### src/rtl/bsg_dmc_ui_arbiter_if.sv
// bsg_dmc_ui_arbiter_if: app_* command/write/read bundle to bsg_dmc.
// master = arbiter side, slave = controller side.
interface bsg_dmc_ui_arbiter_if #(
  parameter int ui_addr_width_p = 28,
  parameter int ui_data_width_p = 64
);
  logic [ui_addr_width_p-1:0]   app_addr;
  logic [2:0]                   app_cmd;
  logic                         app_en;
  logic                         app_rdy;
  logic                         app_wdf_wren;
  logic [ui_data_width_p-1:0]   app_wdf_data;
  logic [ui_data_width_p/8-1:0] app_wdf_mask;
  logic                         app_wdf_end;
  logic                         app_wdf_rdy;
  logic                         app_rd_data_valid;
  logic [ui_data_width_p-1:0]   app_rd_data;
  logic                         app_rd_data_end;

  modport master (
    output app_addr, app_cmd, app_en,
    input  app_rdy,
    output app_wdf_wren, app_wdf_data,
    output app_wdf_mask, app_wdf_end,
    input  app_wdf_rdy,
    input  app_rd_data_valid, app_rd_data,
    input  app_rd_data_end
  );

  modport slave (
    input  app_addr, app_cmd, app_en,
    output app_rdy,
    input  app_wdf_wren, app_wdf_data,
    input  app_wdf_mask, app_wdf_end,
    output app_wdf_rdy,
    output app_rd_data_valid, app_rd_data,
    output app_rd_data_end
  );
endinterface

### src/rtl/bsg_dmc_ui_arbiter.sv
// bsg_dmc_ui_arbiter: N client ports onto one bsg_dmc app_* interface.
// Define BSG_DMC_UI_ARB_FIXED_PRIO_EN for lowest-index-wins priority.
module bsg_dmc_ui_arbiter #(
  parameter int num_ports_p     = 4,
  parameter int ui_addr_width_p = 28,
  parameter int ui_data_width_p = 64,
  parameter int burst_len_p     = 2,
  parameter int rd_tag_depth_p  = 8
) (
  input  logic ui_clk_i,
  input  logic ui_rst_n_i,

  input  logic [num_ports_p-1:0]                 port_cmd_v_i,
  input  logic [num_ports_p-1:0]                 port_cmd_write_i,
  input  logic [num_ports_p*ui_addr_width_p-1:0] port_addr_i,
  output logic [num_ports_p-1:0]                 port_cmd_ready_o,

  input  logic [num_ports_p-1:0]                     port_wdata_v_i,
  input  logic [num_ports_p*ui_data_width_p-1:0]     port_wdata_i,
  input  logic [num_ports_p*(ui_data_width_p/8)-1:0] port_wmask_i,
  output logic [num_ports_p-1:0]                     port_wdata_ready_o,

  output logic [num_ports_p-1:0]     port_rdata_v_o,
  output logic [ui_data_width_p-1:0] port_rdata_o,
  output logic                       port_rdata_last_o,

  bsg_dmc_ui_arbiter_if.master app,

  output logic rd_err_o
);

  localparam int N  = num_ports_p;
  localparam int AW = ui_addr_width_p;
  localparam int DW = ui_data_width_p;
  localparam int MW = ui_data_width_p / 8;
  localparam int IW = $clog2(N);
  localparam int BW = (burst_len_p > 1) ? $clog2(burst_len_p) : 1;
  localparam int TW = (rd_tag_depth_p > 1) ? $clog2(rd_tag_depth_p) : 1;
  localparam int CW = $clog2(rd_tag_depth_p + 1);

  typedef enum logic [1:0] {IDLE, WDATA, CMD} state_e;

  state_e        state_r, state_n;
  logic [IW-1:0] g_r, rr_r, arb_start;
  logic [IW-1:0] win, idx;
  logic          win_v;
  logic [BW-1:0] beat_r;
  logic [IW-1:0] tag_mem [rd_tag_depth_p];
  logic [TW-1:0] wptr_r, rptr_r;
  logic [CW-1:0] cnt_r;
  logic [N-1:0]  elig;
  logic          tag_room, rd_has;
  logic          g_wr, last_beat;
  logic          wfire, cfire, push, pop;

  assign tag_room  = cnt_r < CW'(rd_tag_depth_p);
  assign rd_has    = cnt_r != '0;
  assign elig      = port_cmd_v_i
                   & (port_cmd_write_i | {N{tag_room}});
  assign arb_start = rr_r;

  // first eligible port at or after the pointer, wrapping
  always_comb begin
    win_v = 1'b0;
    win   = '0;
    idx   = '0;
    for (int i = 0; i < N; i++) begin
      idx = IW'((int'(arb_start) + i) % N);
      if (!win_v && elig[idx]) begin
        win_v = 1'b1;
        win   = idx;
      end
    end
  end

  assign g_wr      = port_cmd_write_i[g_r];
  assign last_beat = beat_r == BW'(burst_len_p - 1);
  assign wfire     = (state_r == WDATA)
                   & port_wdata_v_i[g_r] & app.app_wdf_rdy;
  assign cfire     = (state_r == CMD) & app.app_rdy;
  assign push      = cfire & ~g_wr;
  assign pop       = app.app_rd_data_valid
                   & app.app_rd_data_end & rd_has;

  always_comb begin
    state_n            = state_r;
    port_cmd_ready_o   = '0;
    port_wdata_ready_o = '0;
    app.app_en         = 1'b0;
    app.app_addr       = '0;
    app.app_cmd        = 3'b000;
    app.app_wdf_wren   = 1'b0;
    app.app_wdf_data   = '0;
    app.app_wdf_mask   = '0;
    app.app_wdf_end    = 1'b0;
    unique case (state_r)
      IDLE: begin
        if (win_v)
          state_n = port_cmd_write_i[win] ? WDATA : CMD;
      end
      WDATA: begin
        app.app_wdf_wren = port_wdata_v_i[g_r];
        app.app_wdf_data = port_wdata_i[g_r*DW +: DW];
        app.app_wdf_mask = port_wmask_i[g_r*MW +: MW];
        app.app_wdf_end  = last_beat;
        port_wdata_ready_o[g_r] = app.app_wdf_rdy;
        if (wfire && last_beat)
          state_n = CMD;
      end
      CMD: begin
        app.app_en   = 1'b1;
        app.app_addr = port_addr_i[g_r*AW +: AW];
        app.app_cmd  = g_wr ? 3'b000 : 3'b001;
        port_cmd_ready_o[g_r] = app.app_rdy;
        if (app.app_rdy)
          state_n = IDLE;
      end
      default: state_n = IDLE;
    endcase
  end

  always_ff @(posedge ui_clk_i or negedge ui_rst_n_i) begin
    if (!ui_rst_n_i) begin
      state_r  <= IDLE;
      g_r      <= '0;
      rr_r     <= '0;
      beat_r   <= '0;
      wptr_r   <= '0;
      rptr_r   <= '0;
      cnt_r    <= '0;
      rd_err_o <= 1'b0;
    end else begin
      state_r <= state_n;
      if (state_r == IDLE && win_v)
        g_r <= win;
      if (wfire)
        beat_r <= last_beat ? '0 : beat_r + 1'b1;
`ifdef BSG_DMC_UI_ARB_FIXED_PRIO_EN
      rr_r <= '0;
`else
      if (cfire)
        rr_r <= (g_r == IW'(N - 1)) ? '0 : g_r + 1'b1;
`endif
      if (push)
        wptr_r <= (wptr_r == TW'(rd_tag_depth_p - 1))
                ? '0 : wptr_r + 1'b1;
      if (pop)
        rptr_r <= (rptr_r == TW'(rd_tag_depth_p - 1))
                ? '0 : rptr_r + 1'b1;
      if (push && !pop)
        cnt_r <= cnt_r + 1'b1;
      else if (pop && !push)
        cnt_r <= cnt_r - 1'b1;
      if (app.app_rd_data_valid && !rd_has)
        rd_err_o <= 1'b1;
    end
  end

  always_ff @(posedge ui_clk_i) begin
    if (push)
      tag_mem[wptr_r] <= g_r;
  end

  // returns are in issue order, so the FIFO head owns the beat
  always_comb begin
    port_rdata_v_o = '0;
    if (app.app_rd_data_valid && rd_has)
      port_rdata_v_o[tag_mem[rptr_r]] = 1'b1;
  end

  assign port_rdata_o      = app.app_rd_data;
  assign port_rdata_last_o = app.app_rd_data_end;

endmodule

### src/flat_wrapper.sv
// flat-port wrapper written by rule: the top's interface ports become plain ports
module bsg_dmc_ui_arbiter_flat 
#(
  parameter int num_ports_p     = 4,
  parameter int ui_addr_width_p = 28,
  parameter int ui_data_width_p = 64,
  parameter int burst_len_p     = 2,
  parameter int rd_tag_depth_p  = 8
)
  (ui_clk_i, ui_rst_n_i, port_cmd_v_i, port_cmd_write_i, port_addr_i, port_cmd_ready_o, port_wdata_v_i, port_wdata_i, port_wmask_i, port_wdata_ready_o, port_rdata_v_o, port_rdata_o, port_rdata_last_o, rd_err_o, app_app_addr, app_app_cmd, app_app_en, app_app_rdy, app_app_wdf_wren, app_app_wdf_data, app_app_wdf_mask, app_app_wdf_end, app_app_wdf_rdy, app_app_rd_data_valid, app_app_rd_data, app_app_rd_data_end);
  bsg_dmc_ui_arbiter_if #(.ui_addr_width_p(ui_addr_width_p), .ui_data_width_p(ui_data_width_p)) app_i ();
  input  logic ui_clk_i;
  input  logic ui_rst_n_i;
  input  logic [num_ports_p-1:0] port_cmd_v_i;
  input  logic [num_ports_p-1:0] port_cmd_write_i;
  input  logic [num_ports_p*ui_addr_width_p-1:0] port_addr_i;
  output logic [num_ports_p-1:0] port_cmd_ready_o;
  input  logic [num_ports_p-1:0] port_wdata_v_i;
  input  logic [num_ports_p*ui_data_width_p-1:0] port_wdata_i;
  input  logic [num_ports_p*(ui_data_width_p/8)-1:0] port_wmask_i;
  output logic [num_ports_p-1:0] port_wdata_ready_o;
  output logic [num_ports_p-1:0] port_rdata_v_o;
  output logic [ui_data_width_p-1:0] port_rdata_o;
  output logic port_rdata_last_o;
  output logic rd_err_o;
  output wire logic [$bits(app_i.app_addr)-1:0] app_app_addr;
  output wire logic [$bits(app_i.app_cmd)-1:0] app_app_cmd;
  output wire logic [$bits(app_i.app_en)-1:0] app_app_en;
  input wire logic [$bits(app_i.app_rdy)-1:0] app_app_rdy;
  output wire logic [$bits(app_i.app_wdf_wren)-1:0] app_app_wdf_wren;
  output wire logic [$bits(app_i.app_wdf_data)-1:0] app_app_wdf_data;
  output wire logic [$bits(app_i.app_wdf_mask)-1:0] app_app_wdf_mask;
  output wire logic [$bits(app_i.app_wdf_end)-1:0] app_app_wdf_end;
  input wire logic [$bits(app_i.app_wdf_rdy)-1:0] app_app_wdf_rdy;
  input wire logic [$bits(app_i.app_rd_data_valid)-1:0] app_app_rd_data_valid;
  input wire logic [$bits(app_i.app_rd_data)-1:0] app_app_rd_data;
  input wire logic [$bits(app_i.app_rd_data_end)-1:0] app_app_rd_data_end;
  assign app_app_addr = app_i.app_addr;
  assign app_app_cmd = app_i.app_cmd;
  assign app_app_en = app_i.app_en;
  assign app_i.app_rdy = app_app_rdy;
  assign app_app_wdf_wren = app_i.app_wdf_wren;
  assign app_app_wdf_data = app_i.app_wdf_data;
  assign app_app_wdf_mask = app_i.app_wdf_mask;
  assign app_app_wdf_end = app_i.app_wdf_end;
  assign app_i.app_wdf_rdy = app_app_wdf_rdy;
  assign app_i.app_rd_data_valid = app_app_rd_data_valid;
  assign app_i.app_rd_data = app_app_rd_data;
  assign app_i.app_rd_data_end = app_app_rd_data_end;
  bsg_dmc_ui_arbiter #(.num_ports_p(num_ports_p), .ui_addr_width_p(ui_addr_width_p), .ui_data_width_p(ui_data_width_p), .burst_len_p(burst_len_p), .rd_tag_depth_p(rd_tag_depth_p)) u_core (.ui_clk_i(ui_clk_i), .ui_rst_n_i(ui_rst_n_i), .port_cmd_v_i(port_cmd_v_i), .port_cmd_write_i(port_cmd_write_i), .port_addr_i(port_addr_i), .port_cmd_ready_o(port_cmd_ready_o), .port_wdata_v_i(port_wdata_v_i), .port_wdata_i(port_wdata_i), .port_wmask_i(port_wmask_i), .port_wdata_ready_o(port_wdata_ready_o), .port_rdata_v_o(port_rdata_v_o), .port_rdata_o(port_rdata_o), .port_rdata_last_o(port_rdata_last_o), .app(app_i), .rd_err_o(rd_err_o));
endmodule
### config.mk
export PLATFORM = sky130hd
export DESIGN_NAME = bsg_dmc_ui_arbiter_flat
export DESIGN_NICKNAME = d
export VERILOG_FILES = /design/src/rtl/bsg_dmc_ui_arbiter_if.sv /design/src/rtl/bsg_dmc_ui_arbiter.sv /design/src/flat_wrapper.sv
export SDC_FILE = /design/constraint.sdc
export NUM_CORES = 1
export LEC_CHECK = 0
export BUFFER_PORTS_ARGS = -buffer_cell sky130_fd_sc_hd__buf_2
export CAP_MARGIN = 20
export CELL_PAD_IN_SITES_DETAIL_PLACEMENT = 2
export CELL_PAD_IN_SITES_GLOBAL_PLACEMENT = 2
export CORE_AREA = 2 2 262 264
export CTS_BUF_LIST = sky130_fd_sc_hd__clkbuf_16
export DETAILED_ROUTE_END_ITERATION = 16
export DIE_AREA = 0 0 264 266
export PLACE_DENSITY = 0.47
export SLEW_MARGIN = 15
export SYNTH_ARGS = -nofsm -noshare
export SYNTH_HDL_FRONTEND = slang
export SYNTH_SLANG_ARGS = --single-unit
### constraint.sdc
create_clock -name ui_clk_i -period 6.5 [get_ports ui_clk_i]
set_clock_uncertainty 0.1 [all_clocks]
set_input_delay 0.65 -clock ui_clk_i [delete_from_list [all_inputs] [get_ports ui_clk_i]]
set_output_delay 0.65 -clock ui_clk_i [all_outputs]
set_load 0.005 [all_outputs]
==> impl_results.md, run 1 <==
* Clk root buf: clkbuf_16
* CP startpoint: u_core.g_r[0]$_DFFE_PN0P_
* Port Buf Inserts at 535
* Post-DP Area at 8750 sq um
* Leading area contributor after synthesis: mux4_2
* Count leader, synth: mux4_2
* Critical path type: reg -> out
* Die Footprint at about 70,000 sq um
* H-tree depth at 2
* Die width at 264 um
* Vias per cell at around 3.4
* Sequential fraction of the synthesis area at 16.7%
* Final Cell Area at 8970 sq um
* Synth area leaders: mux4_2, buf_4, edfxtp_1, and2_1, dfrtp_1
* Bufs on Longest Clock Path at 2
* Status: finished clean
* Post-layout minimum cycle time at ~3800 ps
* CP max FO at 34
* Mapped Area at 5570 sq um
* Num CTS Buffers at 5
* Setup crit end kind: output pin
* Sinks on Clock Net at 34
* Peak VDD IR at 0.000146 V
* Fmax at between 200 and 300 MHz
* Worst Setup EP: app_app_wdf_data[29]
* Relative slew slack at 37.9%
* Largest family of logic cells by synthesized area: multiplexers
* Worst reg2reg setup slack at ~3300 ps
* Final Max Tran Viols at 0
* Setup bufs post-CTS at 0
* Synth-to-Final Area Change at 60.9%
* Top FF cell, synth: dfrtp_1
* Post-DP HPWL at between 30,000 and 40,000 um
* Share of the synthesized area in the top cell type at 42.8%
* Filler cells at 8,020
* Ys Warns at 0
* Post-synth EDFFs at 16
* Critical path arrival at 3010 ps
* Synth Instances at 475
* DR pass1 iterations at 4
* Routed WL at approximately 38,000 um
* TNS Setup at 0 ps
* Worst R2R End: u_core.cnt_r[3]$_DFFE_PN0P_
* Type of the tightest min-delay check: in -> async
* Leak pwr at 4.10 nW
* Gr usage total at 10.4%
* # setup viols final at 0
* Row count at 96
* Largest net degree at the start of global routing at 58
* Final hold violations at 0
* Simple-gate area share of the yosys netlist at 16.6%
* Multiplexer share of the synthesized area at 46.2%
* Post-synthesis register bit count at 34
* Vias in the first global route at 6,941
* I/O pin total at 666
* Post-DR wirelength/cell at 21.0 um
* First-pass GRT wire length at 52,500 um
* Remaining global-route overflow at 0
* Most frequent cells after synthesis: mux4_2, and2_1, buf_4, nor2b_1, clkbuf_1
* Initial core utilization at 8.23%
* Critical path required time at 5750 ps
* Detail Route Antenna Nets at 0
* Synth cell types at 47
* RSZ-0062 raised after global routing: no
* DRC Markers at 0
* Drt first-iter violations at 174
* Async S/R FF share, synth at 52.9%
* Syn avg cell area at 11.7 sq um
* Share of layout cells above drive strength 1 at 73.3%
* Hold Slack at 237 ps
* Slew @ Worst Pin at 930 ps
* Clock Pin Slew Worst Setup and Hold Paths at 60 ps
* PwrDens at about 320 nW/um^2
* XOR/XNOR Fraction of Synth Area at 0.786%
* Core ar. at 67,700 sq um
* Clk Latency, worst-skew pair at roughly 280 ps
* CTS resizes at 0
* CTS tree: built
* Via count at 6,148
* Initial antenna violation count at 40
* Max-Cap Viols at 0
* Nets at 1,413
* Adder-Cell Fraction of Synth Area at between 2 and 3%
* Die height at 266 um
* Routability Congestion at 0.882
* Synth Area in Compound Gates at about 4.0%
* Critical path startpoint category: register
* CTS Hold Bufs at 0
* Fin crit share at 57.8%
* Reg2reg path depth at 13
* RR Startpoint: u_core.state_r[0]$_DFFE_PN0P_
cell usage in the layout (no fill, tap or decap), types with 3 or more instances in the layout:
master	n
o21ai_0	8
and3_1	8
clkbuf_16	5
a21o_1	3
nor3_1	5
nand2b_1	4
nor2b_1	29
inv_1	9
buf_4	7
nand2_1	13
ha_1	11
and2_1	75
edfxtp_1	16
mux2i_1	8
nor2_1	12
xnor2_1	5
diode_2	13
mux4_2	106
mux2_2	7
buf_2	535
dfrtp_1	16
a21oi_1	4
area by class of cell:
class                           count  area [sq um]  area share, %
Multi-Input combinational cell    327          3940           44.0
Clock buffer                        5           125           1.39
Inverter                            9          33.8          0.377
Timing Repair Buffer              542          2730           30.4
Antenna cell                       13          32.5          0.363
Clock inverter                      3          63.8          0.711
Tap cell                          882          1100           12.3
Sequential cell                    34           938           10.5
registers in the layout, summed over array words and instances, names as in the netlist:
name and cells:
u_core.arb_start 2, u_core.beat_r 1, u_core.cnt_r 4, u_core.g_r 2, u_core.rd_err_o 1, u_core.rptr_r 3, u_core.state_r 2, u_core.tag_mem 16
u_core.wptr_r 3
per-layer routing:
metal	up-vias	track usage (%)	wire length [um]
met5	-	0	71
met4	10	4.88	1960
met3	89	3.69	3790
met2	400	19.0	19800
met1	3012	10.5	12500
li1	2637	-	-
metrics by stage:
step                power [mW]  worst slack [ps]  instances  util (%)
CTS                       2.99              2610       1802      13.2
finish                    2.89              2740       1815      13.2
global route              3.17              2440       1813      13.2
floorplan                 1.91              3600        476         -
global placement          2.63              2940       1794      12.9
detailed placement        2.66              2920       1794      12.9
worst max-delay path, cell delays in order (launching register included):
cell,delay [ps]
dfrtp_4,600
buf_4,510
buf_4,650
mux4_2,590
and2_1,160
buf_2,130
how the worst min path moves through the flow:
| stage | startpoint | to | slack [ps] |
|---|---|---|---|
| after floorplan | ui_rst_n_i | u_core.arb_start[0]$_DFFE_PN0P_ | 250 |
| after detailed placement | u_core.rd_err_o$_DFFE_PN0P_ | u_core.rd_err_o$_DFFE_PN0P_ | 340 |
| after global placement | u_core.rd_err_o$_DFFE_PN0P_ | u_core.rd_err_o$_DFFE_PN0P_ | 340 |
| after CTS | ui_rst_n_i | u_core.rd_err_o$_DFFE_PN0P_ | 260 |
| after global routing | ui_rst_n_i | u_core.rptr_r[0]$_DFFE_PN0P_ | 270 |
| final | ui_rst_n_i | u_core.rd_err_o$_DFFE_PN0P_ | 240 |
logic make-up (layout without fill, tap and decap cells):
kind of cell | count (synthesis) | count (layout)
other cells | 1 | 15
simple gates | 158 | 158
flops | 34 | 34
mux | 123 | 123
xor+xnor | 5 | 5
buf+inv | 115 | 559
compound gates | 27 | 27
fa+ha+maj | 12 | 12
where the power goes:
part	internal [mW]	leakage, nW	switching, mW	total, mW
sequential	0.305	0.359	0.126	0.432
combinational	1.16	3.65	0.985	2.15
clock	0.218	0.0915	0.0893	0.308
total	1.68	4.10	1.20	2.89
Note: power is estimated with default switching activity, not from simulation.
==> inputs of run 2 (changes only) <==
--- a/config.mk
+++ b/config.mk
@@ -5,15 +5,16 @@
 export SDC_FILE = /design/constraint.sdc
 export NUM_CORES = 1
 export LEC_CHECK = 0
+export ABC_AREA = 1
 export BUFFER_PORTS_ARGS = -buffer_cell sky130_fd_sc_hd__buf_2
 export CAP_MARGIN = 20
 export CELL_PAD_IN_SITES_DETAIL_PLACEMENT = 2
 export CELL_PAD_IN_SITES_GLOBAL_PLACEMENT = 2
-export CORE_AREA = 2 2 262 264
+export CORE_AREA = 2 2 259 261
 export CTS_BUF_LIST = sky130_fd_sc_hd__clkbuf_16
 export DETAILED_ROUTE_END_ITERATION = 16
-export DIE_AREA = 0 0 264 266
-export PLACE_DENSITY = 0.47
+export DIE_AREA = 0 0 261 263
+export PLACE_DENSITY = 0.59
 export SLEW_MARGIN = 15
 export SYNTH_ARGS = -nofsm -noshare
 export SYNTH_HDL_FRONTEND = slang
==> constraint.sdc (replaced) <==
create_clock -name ui_clk_i -period 3.02 [get_ports ui_clk_i]
set_clock_uncertainty 0.1 [all_clocks]
set_input_delay 0.302 -clock ui_clk_i [delete_from_list [all_inputs] [get_ports ui_clk_i]]
set_output_delay 0.302 -clock ui_clk_i [all_outputs]
set_load 0.005 [all_outputs]
==> run 2 against run 1 <==
Non-clock buffer count up 7. First-iteration DRC count up 110%. Power up 150%. Register-to-register slack worse by 3100 ps. Die area down 2.3%. Final cell count up 32%. Critical path type is now reg -> reg. Utilization up 0.86 points. Cell area up 3.2%. Flip-flop and latch count unchanged.
==> impl_results.md, run 2 <==
* Status: finished clean
* Post-layout minimum cycle time at 2770 ps
* Top FF cell, synth: dfrtp_1
* Critical path required time at 3080 ps (-2670 ps)
* Leak pwr at 4.54 nW (+11%)
* Post-route setup slack at 253 ps (-2490 ps)
* Largest net degree at the start of global routing at 138 (+140%)
* Critical path type: reg -> reg
* Layout Cells excl Fill at 2,391 (+32%)
* Most frequent cells in the layout: buf_2, nor2_1, o21ai_0
* Hold Path Depth at 2
* Drt first-iter violations at 364 (+110%)
* Row count at 94 (-2.1%)
* Final Max Tran Viols at 0 (unchanged)
* Post-DR wirelength/cell at 19.7 um (-6.2%)
* Reg2reg path depth at 12 (-1)
* Leading cell type in the layout, fill and taps excluded: buf_2
* CP max FO at 6 (-82%)
* Mapped Area at 5950 sq um (+6.7%)
* Synth area leaders: nor2_1, o21ai_0, a21oi_1, buf_4, edfxtp_1
* Initial antenna violation count at 20 (-50%)
* CP startpoint: u_core.cnt_r[3]$_DFFE_PN0P_
* H-tree depth at 2 (unchanged)
* Share of the synthesized area in the top cell type at 27.7% (-15 points)
* Routability Congestion at 0.822 (-6.8%)
* RR Startpoint: u_core.cnt_r[3]$_DFFE_PN0P_
* Post-synthesis register bit count at 34 (unchanged)
* Async S/R FF share, synth at 52.9% (unchanged)
* Leading area contributor after synthesis: nor2_1
* Top Registers: u_core.tag_mem (16), u_core.cnt_r (4)
* Relative slew slack at 46.0% (+8.1 points)
* Worst reg2reg setup slack at 250 ps (-3090 ps)
* Initial core utilization at 9.06% (+0.83 points)
* Cell mode on critical path: nor2_1
* RSZ-0062 raised after global routing: no
* Post-synth EDFFs at 16 (unchanged)
* Critical path startpoint category: register
* # setup viols final at 0 (unchanged)
* Hold Startpoint: app_app_rd_data_valid
* DR pass1 iterations at 4 (unchanged)
* Finished Core Util at 14.1% (+0.86 points)
* Setup bufs post-CTS at 0 (unchanged)
* Fmax at 361 MHz
* Synth-to-Final Area Change at 55.7%
* Sinks on Clock Net at 34 (unchanged)
* Nets at 2,014 (+43%)
* Worst-path cell chain: nor4_1 -> nor2_1 -> nand2_1 -> ha_2 -> inv_1 -> ha_1 -> a21o_1 -> a21oi_1 -> nor2_1 -> nor2_1 -> nand2_1 -> xnor2_1
* TNS Setup at 0 ps (unchanged)
* Final hold violations at 0 (unchanged)
* Count leader, synth: nor2_1
* CP peak stage delay at 490 ps (-160 ps)
* Largest register FFs at 16 (unchanged)
* Via count at 9,232 (+50%)
* Setup crit end kind: register
* Critical path arrival at 2830 ps (-180 ps)
* PwrDens at 772 nW/um^2 (+140%)
* Num CTS Buffers at 5 (unchanged)
* Most frequent cells after synthesis: nor2_1, o21ai_0, a21oi_1, buf_4, nand2_1
* Port Buf Inserts at 535 (unchanged)
* Hold Slack at 179 ps (-58.5 ps)
* Post-DP HPWL at 39,500 um (+16%)
* Pre-CTS setup slack at 205 ps (-2720 ps)
* Vias in the first global route at 10,032 (+45%)
* First-pass GRT wire length at 66,600 um (+27%)
* I/O pin total at 666 (unchanged)
* Slowest-stage cell, CP: nor4_1
* Synth cell types at 34 (-28%)
* Detail Route Antenna Nets at 0 (unchanged)
* Bufs on Longest Clock Path at 2 (unchanged)
* Worst R2R End: u_core.cnt_r[3]$_DFFE_PN0P_
* Clk Latency, worst-skew pair at 280 ps (about the same)
* Die width at 261 um (-1.1%)
* Core ar. at 65,600 sq um (-3.1%)
* Max-Cap Viols at 0 (unchanged)
* Clk root buf: clkbuf_16
* Placed Cells at 2,376 (+32%)
* Share of layout cells above drive strength 1 at 38.5% (-35 points)
* Die Footprint at 68,600 sq um (-2.3%)
* Hold EP: u_core.rd_err_o$_DFFE_PN0P_
* Vias per cell at 3.86 (+14%)
* Top reg by flops: u_core.tag_mem
* Die height at 263 um (-1.1%)
* Peak VDD IR at 0.000391 V (+170%)
* Slew @ Worst Pin at 802 ps (-128 ps)
* Gr usage total at 12.9% (+2.5 points)
* DRC Markers at 0 (unchanged)
* Routed WL at 47,100 um (+24%)
* Synth Instances at 1,109 (+130%)
* Fin crit share at 91.6%
* Syn avg cell area at 5.36 sq um (-54%)
* Remaining global-route overflow at 0 (unchanged)
* Clock Pin Slew Worst Setup and Hold Paths at 60 ps (about the same)
* Sequential fraction of the synthesis area at 15.7% (-1.0 points)
* Type of the tightest min-delay check: in -> reg
* Ys Warns at 0 (unchanged)
* CTS tree: built
==> run 2: changes by cell type after synthesis, sizes merged, moves of 13 or more <==
cell / previous run / this run
nor2: 12 / 442
nand3: 2 / 25
inv: 9 / 37
clkbuf: 21 / 48
o21ai: 9 / 224
buf: 85 / 98
mux4: 106 / 0
a21oi: 5 / 108
and2: 75 / 0
nand2: 13 / 57
nor2b: 30 / 0
==> run 2: per-stage QoR <==
stage          area [sq um]  total power [mW]
2_1_floorplan          5950              4.29
3_3_place_gp           9040              6.47
3_5_place_dp           9040              6.68
4_1_cts                9230              7.31
5_1_grt                9240              7.98
6_report               9260              7.15
==> run 2: area by class of cell <==
cell class,count,area [sq um]
flip-flops and latches,34,938
clock inverters,3,45.0
inverters,39,158
clock buffers,5,125
multi-input cells,891,4060
well taps,864,1080
fillers,8218,56400
diodes,6,15.0
repair buffers,549,2840
==> run 2: worst max-delay path: cells and delay by family, from the launching register on <==
kind	cells	cell delay (ps)
buf+inv	1	100
simple gates	6	980
xor+xnor	1	130
compound gates	2	380
flops	1	440
fa+ha+maj	2	530
==> run 2: power breakdown <==
group	total, mW	switching, mW	internal [mW]	leakage [nW]
Combinational	5.72	3.85	1.87	4.10
Clock	0.595	0.206	0.389	0.0761
Sequential	0.831	0.179	0.653	0.360
Total	7.15	4.24	2.91	4.54
==> run 2: how the worst max path moves through the flow <==
| stage | to |
|---|---|
| finish | u_core.cnt_r[3]$_DFFE_PN0P_ |
| global route | u_core.cnt_r[3]$_DFFE_PN0P_ |
| CTS | app_app_wdf_data[31] |
| detailed placement | u_core.cnt_r[3]$_DFFE_PN0P_ |
| global placement | u_core.cnt_r[3]$_DFFE_PN0P_ |
| floorplan | u_core.cnt_r[3]$_DFFE_PN0P_ |
==> run 2: metal layers <==
layer | global-route usage [%] | wire length, um
met5 | 0 | 63
met1 | 15.5 | 19800
met4 | 1.84 | 782
met3 | 3.04 | 3240
met2 | 23.3 | 23300
==> run 2: kinds of logic after synthesis <==
family,synth area share (%)
compound gates,28.9
xor+xnor,0.589
fa+ha+maj,2.65
buf+inv,16.4
flops,15.7
mux,0.189
other cells,0.0631
simple gates,35.6
==> run 2: what timing repair did <==
| item | in CTS | in global routing |
|---|---|---|
| setup endpoints to repair | 3 | 10 |
| hold buffers | 1 | 0 |
| endpoints found under the hold margin | 18 | 0 |
| gates resized for setup | 1 | 5 |
